==> config.mk <==
export PLATFORM = sky130hd
export DESIGN_NAME = mux_n_scan
export DESIGN_NICKNAME = d
export VERILOG_FILES = /design/src/rtl/mux_n_scan.sv
export SDC_FILE = /design/constraint.sdc
export NUM_CORES = 1
export LEC_CHECK = 0
export ABC_CLOCK_PERIOD_IN_PS = 1350
export CAP_MARGIN = 40
export CORE_UTILIZATION = 39
export CTS_BUF_LIST = sky130_fd_sc_hd__clkbuf_8 sky130_fd_sc_hd__clkbuf_16
export CTS_CLUSTER_DIAMETER = 30
export DETAILED_ROUTE_END_ITERATION = 6
export PLACE_DENSITY = 0.84
export SKIP_LAST_GASP = 1
export SLEW_MARGIN = 0
export SYNTH_ARGS = -nofsm -noshare
export SYNTH_HDL_FRONTEND = slang
export SYNTH_SLANG_ARGS = --single-unit
==> constraint.sdc <==
create_clock -name clk -period 1.35 [get_ports clk]
set_clock_uncertainty 0.2 [all_clocks]
set_input_delay 0.2025 -clock clk [delete_from_list [all_inputs] [get_ports clk]]
set_output_delay 0.2025 -clock clk [all_outputs]
set_load 0.01 [all_outputs]
==> src/rtl/mux_n_scan.sv <==
// N-channel registered multiplexer with manual select and an auto-scan mode
// that steps through every channel, holding each one for DWELL enabled cycles.
module mux_n_scan #(
    parameter int N     = 4,
    parameter int WIDTH = 8,
    parameter int DWELL = 2,
    parameter int SEL_W = $clog2(N)
) (
    input  logic               clk,
    input  logic               rst_n,
    input  logic [N*WIDTH-1:0] data,
    input  logic [SEL_W-1:0]   sel,
    input  logic               mode,
    input  logic               en,
    output logic [WIDTH-1:0]   y,
    output logic [SEL_W-1:0]   ch,
    output logic               valid,
    output logic               wrap,
    output logic               err
);
    localparam int DW_W = (DWELL > 1) ? $clog2(DWELL) : 1;
    localparam logic [SEL_W:0]   N_L   = (SEL_W+1)'(N);
    localparam logic [SEL_W-1:0] LAST  = SEL_W'(N-1);
    localparam logic [DW_W-1:0]  DLAST = DW_W'(DWELL-1);

    typedef enum logic {MANUAL, SCAN} state_t;

    state_t                      state;
    logic [N-1:0][WIDTH-1:0]     chan;
    logic [SEL_W-1:0]            cnt, eff_cnt;
    logic [DW_W-1:0]             dcnt, eff_dcnt;
    logic                        pend, eff_pend;
    logic                        sel_ok;

    // channel 0 sits at the MSBs of the packed input
    for (genvar i = 0; i < N; i++) begin : g_chan
        assign chan[i] = data[(N-1-i)*WIDTH +: WIDTH];
    end

    // On the first SCAN cycle the counters act as if already reloaded, so
    // sampling starts at channel 0 in the same cycle mode rises.
    always_comb begin
        eff_cnt  = cnt;
        eff_dcnt = dcnt;
        eff_pend = pend;
        if (state == MANUAL) begin
            eff_cnt  = '0;
            eff_dcnt = '0;
            eff_pend = 1'b0;
        end
        sel_ok = ({1'b0, sel} < N_L);
    end

    // pend remembers an N-1 -> 0 advance so wrap lines up with channel 0 on y
    always_ff @(posedge clk or negedge rst_n) begin
        if (!rst_n) begin
            state <= MANUAL;
            cnt   <= '0;
            dcnt  <= '0;
            pend  <= 1'b0;
            y     <= '0;
            ch    <= '0;
            valid <= 1'b0;
            wrap  <= 1'b0;
            err   <= 1'b0;
        end else begin
            state <= mode ? SCAN : MANUAL;
            valid <= 1'b0;
            wrap  <= 1'b0;
            if (mode) begin
                cnt  <= eff_cnt;
                dcnt <= eff_dcnt;
                pend <= eff_pend;
                if (en) begin
                    y     <= chan[eff_cnt];
                    ch    <= eff_cnt;
                    valid <= 1'b1;
                    wrap  <= eff_pend;
                    pend  <= 1'b0;
                    if (eff_dcnt == DLAST) begin
                        dcnt <= '0;
                        if (eff_cnt == LAST) begin
                            cnt  <= '0;
                            pend <= 1'b1;
                        end else begin
                            cnt <= eff_cnt + 1'b1;
                        end
                    end else begin
                        dcnt <= eff_dcnt + 1'b1;
                    end
                end
            end else if (en) begin
                if (sel_ok) begin
                    y     <= chan[sel];
                    ch    <= sel;
                    valid <= 1'b1;
                end else begin
                    err <= 1'b1;
                end
            end
        end
    end
endmodule

==> metrics.csv <==
stage,metric,value,unit
power,maximum vdd drop,0.390,mV
clocking,CTS tree,done,
placement,Placed Cells incl. Taps,243,
worst_setup_path,"CP delay by family, top",flip-flops,
final_layout,"most common cell after layout, fill and taps aside",clkdlybuf4s50_1,
power,power share of the combinational group,45.8,%
power,Int Power,1260,uW
clocking,H-tree levels,1,
sta,RSZ-0062 raised after global routing,true,
global_routing,initial antenna violation count,0,
final_layout,post-route cell area,0.00215,sq mm
synth,register bit total from synthesis,17,
worst_setup_path,Worst setup SP type,flop,
status,failing checks,negative setup slack,
drt,Pre-antenna DRT Iters,4,
sta,maximum clock frequency,636,MHz
placement,Routability Congestion,0.833,
sta,Final Hold Fails,0,
sta,hold_ws,0.0690,ns
sta,fin crit share,116,%
final_layout,Final nets,251,
floorplanning,die span in y,60.1,um
placement,Setup WS pre-CTS,-0.492,ns
final_layout,Final Non-Filler Cells,256,
final_layout,most frequent cells in the layout,"34 x clkdlybuf4s50_1, 30 x mux2i_1, 22 x buf_4",
worst_setup_path,CP Data Arrival Time,1.51,ns
synth,Synth Net Count,182,
global_routing,global route overflow,0,
synth,Post-synth EDFFs,0,
clocking,"Reg clk slew, reported paths",0.07,ns
placement,Post-DP Area,0.00193,sq mm
clocking,CTS buffer count,3,
power,sw power,624,uW
worst_hold_path,Hold Path Class,input pin to asynchronous set/reset pin,
worst_setup_path,worst path cell trace,clkbuf_16 > buf_4 > nand2_1 > mux2i_1 > a221oi_1 > a31oi_1,
drt,post-route ant nets,0,
clocking,clk_lat worst skew,0.26,ns
worst_setup_path,CP Capture Type,flop,
drt,DRC violations left,0,
sta,Slew Limit Fails,0,
final_layout,"Core Util, Final",68.6,%
global_routing,GRT Util Overall,24.3,%
drt,DRT Wirelength,4.16,mm
power,static leakage,0.000931,uW
floorplanning,full die area,0.00361,sq mm
sta,Final setup viols,10,
power,Seq pwr share,33.2,%
global_routing,vias in the first global route,1411,
sta,Final WS setup,-0.221,ns
global_routing,largest net degree at the start of global routing,18,
synth,Mapped Cells,144,
worst_setup_path,Bufs and invs on worst path,2,
floorplanning,Initial Util,42.1,%
power,Clock Power Share,21.1,%
power,pwr dens,880,mW/mm^2
worst_setup_path,Worst path max stage delay,0.45,ns
placement,dpl hpwl,2.85,mm
final_layout,share of cells above drive strength 1,22.6,%
synth,post-synth cell types,29,
worst_setup_path,worst-path fanout max,7,
synth,asr flop ratio synth,100,%
power,switching portion of total power,33.0,%
worst_setup_path,WP data required,1.29,ns
clocking,Root Driver,clkbuf_8,
floorplanning,io pins,51,
synth,register area share after synthesis,32.3,%
placement,Port Buffers,49,
global_routing,first-pass GRT wire length,6.40,mm
status,status,"complete, but fails checks",
synth,YS warnings,0,
sta,Tmin final,1.57,ns
final_layout,Layout area overhead,63.1,%
floorplanning,Core Region,0.00313,sq mm
drt,vias per inst,5.51,
drt,DR iter-0 viols,34,
synth,mapped cell area,0.00132,sq mm
synth,Most used DFF post-synth,dfrtp_1,
worst_setup_path,CP max-delay cell,dfrtp_2,
final_layout,ant diodes,0,
drt,vias post-DR,1410,
clocking,clock tree buffer depth,2,
drt,WL/cell,16.3,um
synth,synthesized area per cell,9.14,sq um
floorplanning,DIE WIDTH,60.1,um
worst_setup_path,Crit Path Category,flop to flop,
floorplanning,site row count,20,
clocking,# clock sinks,17,
flow_run,MaxCap Viol Count,0,
[cell families (layout without fill, tap and decap cells)]
group | Yosys count | after routing | synth area share (%)
compound gates | 36 | 36 | 19.4
other cells | 1 | 1 | 0.285
simple gates | 43 | 43 | 15.4
buf+inv | 15 | 83 | 8.17
mux | 32 | 32 | 24.4
flops | 17 | 17 | 32.3
[what timing repair did]
action / 4_1_cts / 5_1_grt
hold buffers: 0 / 0
pin swaps: 1 / 3
endpoints found under the setup margin: 24 / 22
gates resized for setup: 23 / 23
gates cloned: 1 / 0
buffers inserted: 4 / 4
[metrics by stage]
| step | setup TNS, ns | total power [uW] |
|---|---|---|
| global route | -2.15 | 1980 |
| detailed placement | -5.38 | 1340 |
| finish | -1.37 | 1890 |
| CTS | -1.58 | 1800 |
| floorplan | -0.162 | 994 |
| global placement | -4.58 | 1320 |
[final timing paths]
path	slack [ns]	cells after the start	endpoint	start
min in group clk	0.14	1	valid$_DFF_PN0_	en
hold reg to reg	0.32	2	wrap$_DFF_PN0_	pend$_DFFE_PN0P_
hold / removal	0.07	2	ch[1]$_DFFE_PN0P_	rst_n
setup / recovery	-0.22	6	y[3]$_DFFE_PN0P_	cnt[0]$_DFFE_PN0P_
setup reg to reg	-0.22	6	y[3]$_DFFE_PN0P_	cnt[0]$_DFFE_PN0P_
max in group asynchronous	0.67	2	cnt[0]$_DFFE_PN0P_	rst_n
[sequential cells by signal (all words and copies together) (netlist names)]
register,flops
ch,2
cnt,2
state,1
pend,1
dcnt,1
y,8
valid,1
wrap,1
[routing by layer]
| metal | vias up | part of all wire (%) | track usage, % |
|---|---|---|---|
| met5 | - | 0 | 0 |
| met4 | 0 | 2.1 | 7.64 |
| met3 | 9 | 7.1 | 3.46 |
| met2 | 67 | 49 | 44.6 |
| met1 | 661 | 42 | 28.7 |
| li1 | 673 | - | - |
[Yosys cell counts (all sizes together) (2+ instances only)]
library cell	count	area, sq um
a221oi	8	70.1
a31oi	9	56.3
nor2	3	11.3
a21oi	4	20.0
nand2	23	88.8
o22a	7	61.3
mux2i	31	310
o21ai	5	25.0
nand2b	8	50.1
buf	12	96.3
nor3	2	10.0
inv	2	7.51
nand3	3	15.0
dfrtp	17	425
[power by group through the flow]
stage | clock (uW) | sequential, uW | combinational (uW)
2_1_floorplan | 0 | 642 | 353
3_3_place_gp | 0 | 624 | 696
3_5_place_dp | 0 | 628 | 717
4_1_cts | 402 | 628 | 774
5_1_grt | 421 | 635 | 923
6_report | 398 | 626 | 865
[area by class of cell]
class	count	area (sq um)
flip-flops and latches	17	427
well taps	44	55.1
clock inverters	1	5.00
fillers	247	981
inverters	2	7.51
multi-input cells	112	848
repair buffers	77	763
clock buffers	3	41.3
Note: power is estimated with default switching activity, not from simulation.
==> RTL change: new RTL, config.mk and constraints unchanged <==
Put one more register stage on the output `y`, cleared by the reset. The value now appears one clock later. The other outputs are not delayed to match.
--- a/src/rtl/mux_n_scan.sv
+++ b/src/rtl/mux_n_scan.sv
@@ -25,4 +25,6 @@
 
     typedef enum logic {MANUAL, SCAN} state_t;
+
+    logic [WIDTH-1:0] y_s0;
 
     state_t                      state;
@@ -59,5 +61,5 @@
             dcnt  <= '0;
             pend  <= 1'b0;
-            y     <= '0;
+            y_s0  <= '0;
             ch    <= '0;
             valid <= 1'b0;
@@ -73,5 +75,5 @@
                 pend <= eff_pend;
                 if (en) begin
-                    y     <= chan[eff_cnt];
+                    y_s0  <= chan[eff_cnt];
                     ch    <= eff_cnt;
                     valid <= 1'b1;
@@ -92,5 +94,5 @@
             end else if (en) begin
                 if (sel_ok) begin
-                    y     <= chan[sel];
+                    y_s0  <= chan[sel];
                     ch    <= sel;
                     valid <= 1'b1;
@@ -101,4 +103,12 @@
         end
     end
+    always_ff @(posedge clk or negedge rst_n) begin
+        if (!rst_n) begin
+            y <= '0;
+        end else begin
+            y <= y_s0;
+        end
+    end
+
 endmodule
 
Function: changed (Yosys sat finds a counterexample within 4 cycles, from zero or initial values and one cycle with rst_n low).
==> RTL change against the original RTL <==
The flow still finishes with violations (setup timing); total power rose by 17%; critical path depth fell by 1; synthesized area rose by 14%; sequential cell count rose by 8; routed wire length rose by 1.9%; global-route usage fell by 3.0 points; setup slack improved by 0.11 ns; sequential share of layout area rose by 5.9 points; design area rose by 14%; count of clock-buffer cells in the layout did not move; largest cell class unchanged; largest power group is now sequential cells.
==> RTL change: results (changes against the original RTL) <==
- Fillers: 318 (+29%)
- Layout cells sized above 1: 32.0% (+9.4 points)
- End of the critical path: y_s0[5]$_DFFE_PN0P_
- # setup viols final: 9 (-1)
- Post-DP HPWL: 2.98 mm (+4.6%)
- Post-synthesis sequential area ratio: 41.6% (+9.3 points)
- Mapped Nets: 185 (+1.6%)
- Total number of vias: 1507 (+6.9%)
- Peak VDD IR: 0.000409 V (+4.8%)
- Failing checks: setup timing
- Leak pwr: 1.01 nW (+8.8%)
- GPL Wtd Cong: 0.896 (+7.5%)
- Maximum clock insertion buffer count: 2 (unchanged)
- Avg Inst Size Synth: 10.2 sq um (+12%)
- Worst path required time: 1.31 ns (+0.02 ns)
- Synth top area cells: dfrtp_1 42%, mux2i_1 6.0%, o21ai_0 4.7%
- Drt wl/cell: 15.5 microns (-4.5%)
- Root buffer cell: clkbuf_8
- Initial DRC count: 77 (+130%)
- Status: finished, violations left
- Largest registers: y (8), y_s0 (8)
- Placed instance area: 2240 sq um (+16%)
- Worst Slack Setup Final: -0.109 ns (+0.112 ns)
- Vias in the first global route: 1440 (+2.1%)
- Clk slew on worst S/H paths: 0.09 ns (+0.02 ns)
- Hold slack: 0.0773 ns (+0.00828 ns)
- Post-Layout Cell Count: 273 (+6.6%)
- Setup_tns: -0.652 ns (+0.722 ns)
- Synth cell types: 35 (+21%)
- R2R depth: 5 (-1)
- Final net count: 264 (+5.2%)
- Post-route cell area: 2440 sq um (+14%)
- Worst slack, placed: -0.601 ns (-0.109 ns)
- First-pass GRT wire length: 6.71 mm (+4.7%)
-- RTL change: cell count changes in the layout (fill, tap and decap cells not counted), moves of 5 or more --
cell | unedited run | this run
o21ai_0 | 1 | 9
a21oi_1 | 4 | 10
dlygate4sd2_1 | 4 | 12
nand2_1 | 21 | 5
dfrtp_1 | 16 | 22
a31oi_1 | 9 | 4
buf_4 | 22 | 30
mux2i_1 | 30 | 7
-- RTL change: critical path: stages, from the launching register on --
cell	delay (ns)
dfrtp_2	0.43
buf_6	0.16
mux2i_4	0.24
o2111ai_2	0.11
a21oi_1	0.15
a21oi_1	0.06
-- RTL change: layout make-up --
class / count / area, sq um / share of cell area [%]
clock buffers: 3 / 41.3 / 1.69
clock inverters: 1 / 7.51 / 0.308
repair buffers: 87 / 805 / 33.0
inverters: 5 / 20.0 / 0.821
multi-input cells: 104 / 876 / 35.9
flip-flops and latches: 25 / 629 / 25.8
well taps: 48 / 60.1 / 2.46
-- RTL change: metal layers --
layer	track usage (%)	share of wire, %
met1	27.3	44
met2	35.4	49
met3	4.46	6.2
met5	0	0
met4	6.82	0.68
-- RTL change: report_power, final --
part | switching [mW] | total (mW) | internal (mW) | leakage, nW
registers | 0.0590 | 0.905 | 0.846 | 0.289
logic | 0.369 | 0.838 | 0.469 | 0.701
clock network | 0.249 | 0.458 | 0.209 | 0.0217
total | 0.677 | 2.20 | 1.52 | 1.01
-- RTL change: cell families (layout without fill, tap and decap cells) --
kind of cell / after synthesis / in the layout / synth area share [%]
AO/OA/AOI/OAI: 53 / 53 / 23.2
buffers and inverters: 18 / 96 / 7.49
flip-flops: 25 / 25 / 41.6
multiplexers: 18 / 18 / 15.7
other: 1 / 1 / 0.250
AND/OR/NAND/NOR: 32 / 32 / 11.7
